`src/rtl/an_xmit_controller.sv`:
```
// an_xmit_controller: Clause 37 auto-negotiation sequencer driving xmit and tx_config_reg
module an_xmit_controller #(
  parameter int LINK_TIMER = 16,
  parameter int TMR_W = 16
) (
  input  logic        clk,
  input  logic        mr_main_reset,
  input  logic        mr_an_enable,
  input  logic        mr_restart_an,
  input  logic        sync_status,
  input  logic [15:0] mr_adv_ability,
  input  logic [1:0]  rudi,
  input  logic [15:0] rx_config_reg,
  output logic [2:0]  xmit,
  output logic [15:0] tx_config_reg,
  output logic        mr_an_complete,
  output logic        mr_page_rx,
  output logic [15:0] mr_lp_adv_ability
);
  typedef enum logic [2:0] {
    AN_ENABLE, AN_RESTART, ABILITY_DETECT, ACKNOWLEDGE_DETECT,
    COMPLETE_ACKNOWLEDGE, IDLE_DETECT, LINK_OK, AN_DISABLE_LINK_OK
  } state_t;
  localparam logic [15:0] ACK = 16'h4000;
  localparam logic [TMR_W-1:0] TMR_LAST = TMR_W'(LINK_TIMER - 1);
  state_t state, state_nx;
  logic [1:0] abl_cnt, idle_cnt;
  logic [2:0] ack_hist;
  logic [15:0] abl_word, stored_abl, rx_masked, tx_d;
  logic [TMR_W-1:0] timer;
  logic [2:0] xmit_d;
  logic is_cfg, ability_match, acknowledge_match, idle_match, zero_match, consistency_match, timer_done;
  assign rx_masked = rx_config_reg & ~ACK;
  assign is_cfg = rudi == 2'b01;
  assign ability_match = abl_cnt == 2'd3;
  assign acknowledge_match = ability_match && &ack_hist;
  assign idle_match = idle_cnt == 2'd3;
  assign zero_match = ability_match && abl_word == '0;
  assign consistency_match = abl_word == stored_abl;
  assign timer_done = timer == TMR_LAST;
  // A count of 0 means no previous word exists, so any word restarts the run at 1.
  always_ff @(posedge clk) begin
    if (!mr_main_reset) begin
      abl_cnt <= '0;
      idle_cnt <= '0;
      ack_hist <= '0;
      abl_word <= '0;
    end else begin
      abl_cnt <= !is_cfg ? 2'd0 : (rx_masked != abl_word || abl_cnt == 2'd0) ? 2'd1 :
                 abl_cnt == 2'd3 ? 2'd3 : abl_cnt + 2'd1;
      abl_word <= is_cfg ? rx_masked : abl_word;
      ack_hist <= is_cfg ? {ack_hist[1:0], rx_config_reg[14]} : 3'd0;
      idle_cnt <= rudi != 2'b10 ? 2'd0 : idle_cnt == 2'd3 ? 2'd3 : idle_cnt + 2'd1;
    end
  end
  always_comb begin
    state_nx = state;
    case (state)
      AN_ENABLE: state_nx = mr_an_enable ? AN_RESTART : AN_DISABLE_LINK_OK;
      AN_RESTART: state_nx = timer_done ? ABILITY_DETECT : state;
      ABILITY_DETECT: state_nx = (ability_match && abl_word != '0) ? ACKNOWLEDGE_DETECT : state;
      ACKNOWLEDGE_DETECT: state_nx = acknowledge_match ? (consistency_match ? COMPLETE_ACKNOWLEDGE : AN_ENABLE) :
                                     zero_match ? AN_ENABLE : state;
      COMPLETE_ACKNOWLEDGE: state_nx = zero_match ? AN_ENABLE : timer_done ? IDLE_DETECT : state;
      IDLE_DETECT: state_nx = zero_match ? AN_ENABLE : (timer_done && idle_match) ? LINK_OK : state;
      LINK_OK: state_nx = ability_match ? AN_ENABLE : state;
      AN_DISABLE_LINK_OK: state_nx = mr_an_enable ? AN_ENABLE : state;
      default: state_nx = AN_ENABLE;
    endcase
    if (!mr_an_enable && state != AN_ENABLE && state != AN_DISABLE_LINK_OK) state_nx = AN_ENABLE;
    if (mr_restart_an || !sync_status) state_nx = AN_ENABLE;
    xmit_d = state_nx == IDLE_DETECT ? 3'b001 :
             (state_nx == LINK_OK || state_nx == AN_DISABLE_LINK_OK) ? 3'b010 : 3'b100;
    tx_d = (state_nx == AN_ENABLE || state_nx == AN_RESTART || state_nx == AN_DISABLE_LINK_OK) ? 16'h0000 :
           state_nx == ABILITY_DETECT ? mr_adv_ability & ~ACK : mr_adv_ability | ACK;
  end
  // Outputs are decoded from the next state so they line up with the state register.
  always_ff @(posedge clk) begin
    if (!mr_main_reset) begin
      state <= AN_ENABLE;
      timer <= '0;
      stored_abl <= '0;
      xmit <= 3'b100;
      tx_config_reg <= '0;
      mr_an_complete <= 1'b0;
      mr_page_rx <= 1'b0;
      mr_lp_adv_ability <= '0;
    end else begin
      state <= state_nx;
      timer <= state_nx != state ? '0 : timer_done ? timer : timer + TMR_W'(1);
      stored_abl <= (state == ABILITY_DETECT && state_nx == ACKNOWLEDGE_DETECT) ? abl_word : stored_abl;
      mr_lp_adv_ability <= (state != COMPLETE_ACKNOWLEDGE && state_nx == COMPLETE_ACKNOWLEDGE) ? stored_abl : mr_lp_adv_ability;
      xmit <= xmit_d;
      tx_config_reg <= tx_d;
      mr_an_complete <= state_nx == LINK_OK;
      mr_page_rx <= state_nx == COMPLETE_ACKNOWLEDGE || state_nx == IDLE_DETECT || state_nx == LINK_OK;
    end
  end
endmodule

```
`config.mk`:
```
export PLATFORM = sky130hd
export DESIGN_NAME = an_xmit_controller
export DESIGN_NICKNAME = d
export VERILOG_FILES = /design/src/rtl/an_xmit_controller.sv
export SDC_FILE = /design/constraint.sdc
export NUM_CORES = 1
export LEC_CHECK = 0
export ABC_AREA = 0
export BUFFER_PORTS_ARGS = -buffer_cell sky130_fd_sc_hd__clkbuf_2
export CAP_MARGIN = 40
export CORE_MARGIN = 5
export CORE_UTILIZATION = 57
export CTS_BUF_LIST = sky130_fd_sc_hd__clkbuf_8
export CTS_CLUSTER_DIAMETER = 150
export DETAILED_ROUTE_END_ITERATION = 12
export HOLD_SLACK_MARGIN = 0.1
export PLACE_DENSITY_LB_ADDON = 0.12
export SYNTH_ARGS = -nofsm -noshare
export SYNTH_HDL_FRONTEND = slang
export SYNTH_SLANG_ARGS = --single-unit
export TNS_END_PERCENT = 30
```
`constraint.sdc`:
```
create_clock -name clk -period 3.1 [get_ports clk]
set_clock_uncertainty 0.05 [all_clocks]
set_input_delay 0.62 -clock clk [delete_from_list [all_inputs] [get_ports clk]]
set_output_delay 0.62 -clock clk [all_outputs]
set_load 0.01 [all_outputs]
```
## Word-level counts from Yosys, hierarchy flattened

Cells that the tools add are included.

- Add/sub/neg operators: 3
- Multipliers: 0
- Divide/modulo/power cells: 0
- Order comparisons: 0
- Equal/unequal tests: 24
- Shift-type cells: 0
- Multiplexer cells: 21
- Bitwise operators: 2
- Reduce and logical (&&, ||, !) cells: 30

Operator list:

| operator | number |
|---|---|
| two-way mux 3 bit | 16 |
| equality test 3 bit (second input constant) | 8 |
| one-hot mux 3 bit (8 select lines) | 1 |
| adder 16 x 1 -> 16 bit (second input constant) | 1 |
| equality test 16 x 4 -> 1 bit (second input constant) | 1 |
| logical NOT 16 bit | 1 |
| nonzero test 16 bit | 1 |
| equality test 15 bit | 1 |
| two-way mux 15 bit | 1 |
| != test 15 bit | 1 |
| equality test 3 x 2 -> 1 bit (second input constant) | 4 |
| logical AND 1 bit | 8 |
| OR reduction 2 bit | 4 |
| logical OR 1 bit | 7 |
| equality test 3 x 1 -> 1 bit (second input constant) | 2 |
| logical NOT 3 bit | 2 |
| != test 3 bit (second input constant) | 2 |
| adder 2 x 1 -> 2 bit (second input constant) | 2 |
| equality test 2 bit (second input constant) | 2 |
| two-way mux 2 bit | 2 |
| != test 3 bit | 1 |
| AND reduction 3 bit | 1 |
| nonzero test 3 bit | 1 |
| OR reduction 3 bit | 1 |
| other kinds (7) | 9 |

- Flip-flop bits (word level): 92
- Bits in latches: 0
- Memory bits (writable): 0
- Bits in read-only memories: 0
- Input port bits: 39
- Output and inout port bits: 37
- Logic and storage cells: 94
- Memories kept: 0

## Longest topological paths before layout

Gate-level depths: netlist (run 1).

- Word-level depth: 11
- Depth in mapped cells: 10
- Gate-level depth less buffers: 8

## Worst setup path after synthesis (run 1)

Ideal clock, no wire load.

- Path kind: input to register
- Start point: in mr_an_enable
- End point: reg stored_abl[4]
- Setup time: 128 ps
- Data arrival time: 2360 ps
- Data required time: 2922 ps
- Path slack: 562 ps
- Stages: 8
- Path buffers: 1
- Cell sequence: or4_1 -> o211ai_1 -> and2_1 -> a2bb2oi_2 -> nor4_4 -> buf_6 -> mux2i_1 -> nor2_1

- Word-level cells in the longest chain between the ends: 7
- Elaborated cells on any way between the ends: 10
- Classes of those cells: 1 x eq/ne; 5 x mux; 4 x reduce/logical

RTL lines:

| what | RTL line | RTL |
|---|---|---|
| from (decl) | 8 | `input logic mr_an_enable,` |
| parallel branches: the longest is 3 deep, another holds one-hot mux 3 bit (8 select lines) | - |  |
| two-way mux 3 bit * | 70 | `if (!mr_an_enable && state != AN_ENABLE && state != AN_DISABLE_LINK_OK) state_nx = AN_ENABLE;` |
| two-way mux 3 bit * | 71 | `if (mr_restart_an \|\| !sync_status) state_nx = AN_ENABLE;` |
| equality test 3 x 2 -> 1 bit * | 91 | `stored_abl <= (state == ABILITY_DETECT && state_nx == ACKNOWLEDGE_DETECT) ? abl_word : stored_abl;` |
| logical AND 1 bit * | 91 |  |
| to (signal assigned) | 91 |  |
| to (decl) | 29 | `logic [15:0] abl_word, stored_abl, rx_masked, tx_d;` |

Mark *: on every way between the ends.
A chain may end at the register's enable or synchronous reset.

## Worst setup path after layout (run 1)

- Start point: reg abl_word[6]
- End point: reg timer[9]

- Word-level cells in the longest chain between the ends: 9
- Elaborated cells on any way between the ends: 16
- Classes of those cells: 2 x eq/ne; 9 x mux; 5 x reduce/logical

RTL lines:

| what | RTL line | RTL |
|---|---|---|
| from (decl) | 29 |  |
| from (signal assigned) | 51 | `abl_word <= is_cfg ? rx_masked : abl_word;` |
| logical NOT 16 bit | 38 | `assign zero_match = ability_match && abl_word == '0;` |
| logical AND 1 bit | 38 |  |
| two-way mux 3 bit | 63 | `zero_match ? AN_ENABLE : state;` |
| two-way mux 3 bit | 62 | `ACKNOWLEDGE_DETECT: state_nx = acknowledge_match ? (consistency_match ? COMPLETE_ACKNOWLEDGE : AN_ENABLE) :` |
| one-hot mux 3 bit (8 select lines) * | 58 | `case (state)` |
| two-way mux 3 bit * | 70 |  |
| two-way mux 3 bit * | 71 |  |
| != test 3 bit * | 90 | `timer <= state_nx != state ? '0 : timer_done ? timer : timer + TMR_W'(1);` |
| OR reduction 2 bit (no source line) * | - |  |
| to (signal assigned) | 90 |  |
| to (decl) | 30 | `logic [TMR_W-1:0] timer;` |

Mark *: on every way between the ends. The rest lies on a longest branch, timed or not.

==> results of run 1 <==
[worst max-delay path: stages (launching register included)]
cell and delay (ps):
dfxtp_1 380, nor4_1 500, nand4_1 300, o21ai_0 280
o211a_4 230, o31ai_1 90, nor3b_2 500, buf_4 260
nor3_1 70
[metrics by stage]
stage               setup slack (ps)  hold WS (ps)
floorplan                        562           401
global placement                 290           396
detailed placement               377           406
CTS                              342           389
global route                     118           393
finish                           325           404
[per-layer routing]
metal,up-vias,track usage
li1,1685,-
met1,1557,0.233
met2,74,0.377
met3,18,0.0438
met4,0,0.0829
met5,-,0
[path summary, 6_finish.rpt]
| kind | depth (start not counted) | startpoint | end |
|---|---|---|---|
| min reg2reg | 2 | mr_lp_adv_ability[2] | mr_lp_adv_ability[2] |
| max reg2reg | 8 | abl_word[6] | timer[9] |
| max | 8 | abl_word[6] | timer[9] |
| min | 2 | mr_adv_ability[12] | tx_config_reg[12] |
[synthesized netlist by cell type (all sizes together), types with 2 or more instances]
cell	number
a21oi	21
and2	17
and3	6
and4	5
buf	9
clkbuf	12
dfxtp	92
inv	10
mux2i	32
nand2	74
nand2b	3
nand3	10
nand3b	3
nand4	8
nor2	30
nor2b	3
nor3	22
nor4	12
o211ai	7
o21ai	5
or2	2
xnor2	22
xor2	21
[layout make-up]
class	instances	area (um^2)
clock buffer	10	138
clock inverter	6	111
fill	641	2290
inverter	10	37.5
multi-input combinational	325	2100
sequential	92	1840
tap	99	124
timing repair buffer	89	493
[kinds of logic after synthesis]
| family | after synthesis | synth area share |
|---|---|---|
| AOI/OAI and AO/OA | 48 | 0.0916 |
| xor gates and xnor gates | 43 | 0.0919 |
| adders and majority gates | 1 | 0.00305 |
| buffers and inverters | 31 | 0.0370 |
| DFF | 92 | 0.450 |
| muxes | 32 | 0.0782 |
| other | 1 | 0.000915 |
| and+or+nand+nor | 200 | 0.248 |
[power breakdown]
group	switching (mW)	leakage (nW)	internal (mW)
Sequential	0.0203	0.744	1.20
Combinational	0.119	1.05	0.0856
Clock	0.409	0.122	0.557
Total	0.548	1.92	1.84
==> metrics.txt, run 1 <==
crit-path max FO=9; Worst Path Required=3300 ps; Final ANT Viol Nets=0; RSZ-0062 raised after global routing=false; # hold bufs at CTS=0; Static Leak=1.92 nW; reg2reg setup slack=around 320 ps; Synth Register Bits=92; top layer in use=met4; vias=between 3k and 4k; Min-Delay Path Class=in -> reg; Synth Area per Inst=9.14 um^2; post-route insts no fill=between 600 and 700; Max Clk Rate=~360 MHz; clk slew on worst S/H paths=90 ps; H-tree Lvls=3; CTS tree=yes; ys async rst share=0; CTS Sinks=92; max_cap viols=0; post-CTS sizing=0; Seq/Total Area, Yosys=0.450; Final Setup Violations=0; GR Overflow Total=0; I/O pins=76; Fin. Hold Viols=0; VDD IR max=0.268 mV; Inserted Diodes=0; Crit. End Element=register; Syn Nets=488; CTS Buffer Depth=2; top cells by area, synth=dfxtp_1 (45%), mux2i_1 (7.8%), nand2_1 (6.8%); Cell variety after synth=52; die area=8980 um^2; DR vias/cell=5.28; Final min period=2780 ps; Post-Syn Instances=448; final core utilization=0.679; Inst Count DP=615; most frequent cells in the layout=dfxtp_1 (92), nand2_1 (74), clkbuf_2 (73); YS warnings=0; Synth area leader=dfxtp_1; port buffer count=73; area added between synthesis and finish=18.4%; Die W=94.8 um; HPWL after DPL=around 6700 um; Tot GR Track Use=0.207; layout cell share with drive strength beyond 1=0.229; CP Data Arrival Time=2980 ps; Sum Neg Setup Slack=0 ps; CP Launch Type=register; met2 WL=4630 um; most common flop cell mapped by yosys=dfxtp_1; core area=7140 um^2; Max Slew Vio Count=0; commonest non-fill, non-tap cell in the layout=dfxtp_1; Slew @ Worst Pin=607 ps; Starting Density=0.574; Final Cycle Share=0.895; first-pass GRT wire length=around 15000 um; initial antenna violation count=0; cell area after layout=4850 um^2; CTS root buf=clkbuf_8; Worst-Skew Late Latency=360 ps; WL final=8870 um; Setup Fix Bufs, Post-CTS=0; relative slew slack=0.595; die height=94.8 um; Post-layout nets=567; DRC=0; wl on met1=3690 um; WL/cell=14.0 um; Total Power Consumption=2.39 mW; status=completed; Detailed Routing Iterations Pass 1=4; DRT iter0 DRCs=95; DP Area=4600 um^2; post-synth top area share=0.450; total length of routed met3 wires=355 um; std cell rows=31; Syn Std Cell Area=about 4100 um^2; pwr/cell area=493 nW/um^2; number of flops mapped to enable cells by yosys=0; largest net degree at the start of global routing=29; Crit Path Category=reg -> reg; vias in the first global route=3220; CTS buffer count=9; global placer's final weighted congestion=approximately 0.87
Power figures use the tool's default switching activity.
==> run 2: changes to the inputs <==
ABC_AREA = 1   (was 0)
CORE_MARGIN = 3   (was 5)
CORE_UTILIZATION = 58   (was 57)
==> run 2 against run 1 <==
Effect of this change:
- die area shrank 4.7%
- synthesized cell count rose by 40%
- clock-buffer cell count decreased by 1
- sequential share of layout area is 0.95 points lower
- maximum frequency increased by 6.3%
- critical path depth rose by 2
- flip-flop and latch count is the same
- area after synthesis up 6.0%
- final cell count increased by 26%
- critical path type unchanged
- critical endpoint is now stored_abl[3]
- largest cell class unchanged
==> metrics.txt, run 2 <==
status=completed; most frequent cells in the layout=nand2_1 (162), nor2_1 (121), dfxtp_1 (92); Crit Path Category=reg -> reg; Worst-Skew Late Latency=360 ps (about the same); Worst Path Required=3300 ps (about the same); DP Area=4730 um^2 (+2.9%); port buffer count=73 (unchanged); WL final=9100 um (+2.7%); CP Data Arrival Time=2810 ps (-170 ps); H-tree Lvls=3 (unchanged); Cell variety after synth=30 (-42%); CTS Sinks=92 (unchanged); Final Setup Violations=0 (unchanged); GR Layer Usage met1=0.302 (+0.0689); mux cell area share after synthesis=0.00231 (-0.0759); largest family of logic cells by synthesized area=simple AND/OR/NAND/NOR gates; initial antenna violation count=0 (unchanged); Post-layout nets=734 (+29%); YS warnings=0 (unchanged); Syn Std Cell Area=4340 um^2 (+6.0%); Synth area leader=dfxtp_1; die height=92.5 um (-2.4%); reg2reg setup slack=490 ps (+160 ps); largest net degree at the start of global routing=48 (+66%); Max Slew Vio Count=0 (unchanged); worst reg2reg path endpoint=stored_abl[3]; core area=7020 um^2 (-1.6%); Inst Count DP=779 (+27%); Static Leak=2.48 nW (+29%); Final Cycle Share=0.842 (-0.0531); Crit. End Element=register; area added between synthesis and finish=14.6%; Worst path slowest cell=nand3_2; Fin. Hold Viols=0 (unchanged); number of flops mapped to enable cells by yosys=0 (unchanged); Detailed Routing Iterations Pass 1=4 (unchanged); commonest non-fill, non-tap cell in the layout=nand2_1; WL/cell=11.4 um (-19%); clk slew on worst S/H paths=90 ps (about the same); Tot GR Track Use=0.222 (+0.0146); most instantiated library cell after synthesis=nand2_1; xor/xnor cell area share of the yosys netlist=0.0424 (-0.0496); Post-Synth Adder-Cell Area=0.00288 (-0.000172); VDD IR max=0.367 mV (+37%); Max Clk Rate=383 MHz (+6.3%); worst r2r src=timer[1]; Most Crowded Layer GR=met2; R2R cell count=10 (+2); register area=1840 um^2 (unchanged); Synth Area per Inst=6.94 um^2 (-24%); pwr/cell area=499 nW/um^2 (+1.2%); I/O pins=76 (unchanged); CTS buffer count=9 (unchanged); Multi-input gate area=2050 um^2 (-2.4%); M2 GR Usage=0.340 (-0.0374); worst path cell trace=ha_1 > nand3_2 > nor2_2 > nand3_1 > o21ai_0 > nand2_1 > a21boi_2 > nand3_2 > nor2_1 > nor2_1; std cell rows=30 (-3.2%); Final ANT Viol Nets=0 (unchanged); post-route insts no fill=795 (+26%); die area=8560 um^2 (-4.7%); CP Launch Type=register; WHS Path Cells=2 (unchanged); DR vias/cell=4.82 (-8.7%); Starting Density=0.618 (+0.0444); # hold bufs at CTS=0 (unchanged); hold_sp=ack_hist[1]; Min-Delay Path Class=reg -> reg; Inserted Diodes=0 (unchanged); GR Overflow Total=0 (unchanged); Final min period=2610 ps (-164 ps); hold endpoint=ack_hist[2]; Seq/Total Area, Yosys=0.424 (-0.0253); Final Worst Setup Slack=489 ps (+164 ps); max_cap viols=0 (unchanged); Slew @ Worst Pin=596 ps (-11.2 ps); Compound-Gate Fraction of Synth Area=0.0790 (-0.0126); post-CTS sizing=0 (unchanged); final core utilization=0.708 (+0.0290); cell area after layout=4970 um^2 (+2.6%); Post-Syn Instances=625 (+40%); vias=3835 (+15%); CTS root buf=clkbuf_8; crit-path max FO=30 (+21); Syn Nets=665 (+36%); DRC=0 (unchanged); global placer's final weighted congestion=0.892 (+2.4%); relative slew slack=0.603 (+0.00704); Sum Neg Setup Slack=0 ps (unchanged); post-synth top area share=0.424 (-0.0253); RSZ-0062 raised after global routing=false; ys async rst share=0 (unchanged); Synth Register Bits=92 (unchanged); HPWL after DPL=6580 um (-1.3%); simple-gate area share of the yosys netlist=0.345 (+0.0976); CTS Buffer Depth=2 (unchanged); layout cell share with drive strength beyond 1=0.176 (-0.0534); pre-CTS setup slack=556 ps (+178 ps); Setup Fix Bufs, Post-CTS=0 (unchanged); most common flop cell mapped by yosys=dfxtp_1; routing usage on met3=0.0561 (+0.0122); DRT iter0 DRCs=168 (+77%); max incr delay on CP=510 ps (about the same); Fillers=593 (-7.5%); synth cell count leaders=nand2_1 (162), nor2_1 (121), dfxtp_1 (92), inv_1 (84), a21oi_1 (20); first-pass GRT wire length=15400 um (+6.0%); top cells by area, synth=dfxtp_1 (42%), nand2_1 (14%), nor2_1 (10%); CTS tree=yes; Die W=92.5 um (-2.4%); vias in the first global route=3462 (+7.5%)
[run 2: worst max path at each step]
stage	startpoint	to	slack, ps	depth (start not counted)
after global routing	timer[1]	stored_abl[2]	210	11
after floorplan	timer[1]	stored_abl[10]	1170	11
after CTS	timer[1]	stored_abl[2]	510	11
after detailed placement	timer[1]	stored_abl[3]	560	10
after global placement	timer[1]	stored_abl[4]	630	10
final	timer[1]	stored_abl[3]	490	10
[run 2: area by class of cell]
class,instances,area share
inverter,86,0.0649
sequential,92,0.370
multi-input combinational,428,0.413
clock buffer,9,0.0249
tap,96,0.0242
timing repair buffer,77,0.0795
clock inverter,7,0.0234
[run 2: kinds of logic after synthesis]
family	after synthesis
multiplexers	1
flip-flops	92
adder cells (fa/ha/maj)	1
AO/OA/AOI/OAI	56
other	1
AND/OR/NAND/NOR	348
XOR/XNOR	21
buffers and inverters	105
[run 2: critical path, delay by kind of cell, from the launching register on]
kind / cells / cell delay (ps)
fa+ha+maj: 1 / 230
flops: 1 / 370
simple gates: 7 / 1420
compound gates: 2 / 430
[run 2: power by group]
part	leakage [nW]	internal, mW	total (mW)	switching, mW
sequential	0.748	1.23	1.26	0.0371
combinational	1.62	0.106	0.281	0.175
clock	0.113	0.532	0.940	0.408
[run 2: through the flow]
step                      power [mW]  hold WS, ps
after floorplan                 1.48          359
after global placement          1.56          366
after detailed placement        1.57          369
after CTS                       2.50          382
after global routing            2.60          404
final                           2.48          381
[run 2: layer usage]
layer | wire, um | part of all wire | up-vias
met5 | 0 | 0 | -
met2 | 4020 | 0.44 | 95
met3 | 509 | 0.056 | 15
met1 | 4420 | 0.49 | 1668
met4 | 151 | 0.017 | 0
li1 | - | - | 2057
==> run 3: changes to the inputs <==
ABC_AREA = 0   (was 1)
CORE_UTILIZATION = 52   (was 58)
clock period = 2.15 ns   (was 3.1 ns; I/O delays follow)
==> run 3 against run 2 <==
Effect of this change:
- the run now ends with negative setup slack left
- non-clock buffer count grew 89
- clock-buffer cell count grew 2
- core utilization grew 4.3 points
- critical path type unchanged
- total power grew 39%
- cell area grew 13%
- sequential share of layout area shrank 3.8 points
- die area grew 4.9%
- first-iteration DRC count shrank 45%
- wire length grew 12%
==> metrics.txt, run 3 (synthesis gave the netlist of run 1 again) <==
final core utilization=0.752 (+0.0431); core area=7450 um^2 (+6.1%); CTS tree=yes; Sum Neg Setup Slack=-16820 ps (-16820 ps); VDD IR max=0.468 mV (+27%); pwr/cell area=617 nW/um^2 (+24%); layout cell share with drive strength beyond 1=0.367 (+0.191); CTS root buf=clkbuf_8; cell area after layout=5600 um^2 (+13%); DP Area=5200 um^2 (+9.9%); WL final=10200 um (+12%); Inserted Diodes=0 (unchanged); Total Power Consumption=3.45 mW (+39%); vias=3661 (-4.5%); Min-Delay Path Class=in -> reg; Top Family by Delay on Critical Path=compound AO/OA/AOI/OAI gates; largest net degree at the start of global routing=36 (-25%); Combinational Power Share=0.118 (+0.005); Max Clk Rate=403 MHz (+5.2%); Post-layout nets=644 (-12%); port buffer count=73 (unchanged); worst path cell trace=buf_6 > xor2_1 > nor4_1 > nand3_1 > o211ai_4 > nand2_2 > a2111oi_4 > buf_4 > buf_12 > mux2i_1; Slew @ Worst Pin=610 ps (+14.4 ps); max incr delay on CP=340 ps (-170 ps); Max Slew Vio Count=0 (unchanged); most frequent cells in the layout=buf_4 (85), dfxtp_1 (81), clkbuf_2 (73); Fin. Hold Viols=0 (unchanged); die height=94.8 um (+2.4%); Worst path slowest cell=dfxtp_2; reg2reg setup slack=-330 ps (-820 ps); WL/cell=14.4 um (+26%); DR vias/cell=5.18 (+7.3%); CTS Sinks=92 (unchanged); relative slew slack=0.593 (-0.00917); Clock power frac=0.373 (-0.006); failing checks=negative setup slack; worst hold slack=227 ps (-154 ps); Worst Path Required=2380 ps (-920 ps); initial antenna violation count=0 (unchanged); commonest non-fill, non-tap cell in the layout=buf_4; Final ANT Viol Nets=0 (unchanged); clk slew on worst S/H paths=90 ps (about the same); CTS buffer count=9 (unchanged); area added between synthesis and finish=36.6%; crit-path max FO=8 (-73%); Crit. End Element=register; die area=8980 um^2 (+4.9%); Die W=94.8 um (+2.4%); CTS Buffer Depth=2 (unchanged); global placer's final weighted congestion=0.875 (-1.9%); Crit Path Category=reg -> reg; DRT iter0 DRCs=92 (-45%); first-pass GRT wire length=16400 um (+6.3%); DRC=0 (unchanged); GR Overflow Total=0 (unchanged); Detailed Routing Iterations Pass 1=4 (unchanged); H-tree Lvls=3 (unchanged); Multi-input gate area=2220 um^2 (+8.0%); Starting Density=0.550 (-0.0683); RSZ-0062 raised after global routing=true; Static Leak=2.35 nW (-5.2%); status=finished, violations left; # hold bufs at CTS=0 (unchanged); switching power=0.812 mW (+31%); Final Cycle Share=1.15 (+0.312); Final Setup Violations=69 (+69); max_cap viols=0 (unchanged); Int Pwr=2.64 mW (+42%); Worst-Skew Late Latency=360 ps (about the same); I/O pins=76 (unchanged); HPWL after DPL=7450 um (+13%); Sw Share=0.235 (-0.0145); Buf/Inv on CP=3 (+3); vias in the first global route=3613 (+4.4%); Fillers=556 (-6.2%); register area=1860 um^2 (+1.0%); std cell rows=31 (+3.3%); CP Data Arrival Time=2710 ps (-100 ps); part of the power in registers=0.508 (about the same); CP Launch Type=register; Tot GR Track Use=0.232 (+0.0103); Final Worst Setup Slack=-331 ps (-820 ps); Final min period=2480 ps (-130 ps)
## run 3: cell types whose count changed in the layout (fill, tap and decap cells not counted), sizes merged, moves of 6 or more
| cell | before | now |
|---|---|---|
| buf | 4 | 92 |
| a21boi | 16 | 0 |
| and3 | 0 | 6 |
| nand2 | 167 | 74 |
| xnor2 | 6 | 22 |
| nor4 | 3 | 12 |
| nor2 | 123 | 30 |
| xor2 | 15 | 21 |
| o21ai | 19 | 5 |
| and2 | 0 | 17 |
| mux2i | 1 | 32 |
| nand3 | 22 | 10 |
| inv | 85 | 10 |
| o211ai | 0 | 7 |
## run 3: metal layers
layer / global-route usage / vias up / part of all wire
met5: 0 / - / 0
met2: 0.449 / 78 / 0.55
met1: 0.253 / 1729 / 0.40
met3: 0.0486 / 14 / 0.040
li1: - / 1840 / -
met4: 0.0577 / 0 / 0.014
## run 3: final cells by class
class                           instances  area share
Clock buffer                           11      0.0271
Clock inverter                          4      0.0130
Inverter                               10     0.00671
Multi-Input combinational cell        325       0.396
Sequential cell                        92       0.332
Tap cell                               99      0.0221
Timing Repair Buffer                  166       0.203
## run 3: stage by stage
stage,instances,worst slack (ps)
floorplan,448,-244
global placement,687,-470
detailed placement,688,-403
CTS,703,-296
global route,707,-492
finish,707,-331
## run 3: power groups by stage
stage | clock network (mW) | logic [mW] | registers [mW]
after floorplan | 0 | 0.185 | 1.80
after global placement | 0 | 0.367 | 1.79
after detailed placement | 0 | 0.380 | 1.79
after CTS | 1.31 | 0.392 | 1.75
after global routing | 1.39 | 0.444 | 1.76
final | 1.29 | 0.409 | 1.76
## run 3: worst register-to-register path: stages (launching register included)
cell and delay, ps:
dfxtp_2 340, buf_6 120, xor2_1 140, nor4_1 300
nand3_1 210, o211ai_4 280, nand2_2 110, a2111oi_4 330
buf_4 210, buf_12 140, mux2i_1 190
## run 3: timing repair
action                                  CTS  global route
endpoints found under the setup margin   69            70
gates cloned                              0             1
gates resized for setup                  17            14
buffers inserted                          0             3
pin swaps                                 7            10
## run 3: worst paths after layout
check	startpoint	end	depth (start not counted)
worst min-delay path	mr_adv_ability[0]	tx_config_reg[0]	2
worst max register to register	abl_word[7]	mr_lp_adv_ability[7]	10
worst min register to register	mr_lp_adv_ability[15]	mr_lp_adv_ability[15]	2
worst max-delay path	abl_word[7]	mr_lp_adv_ability[7]	10
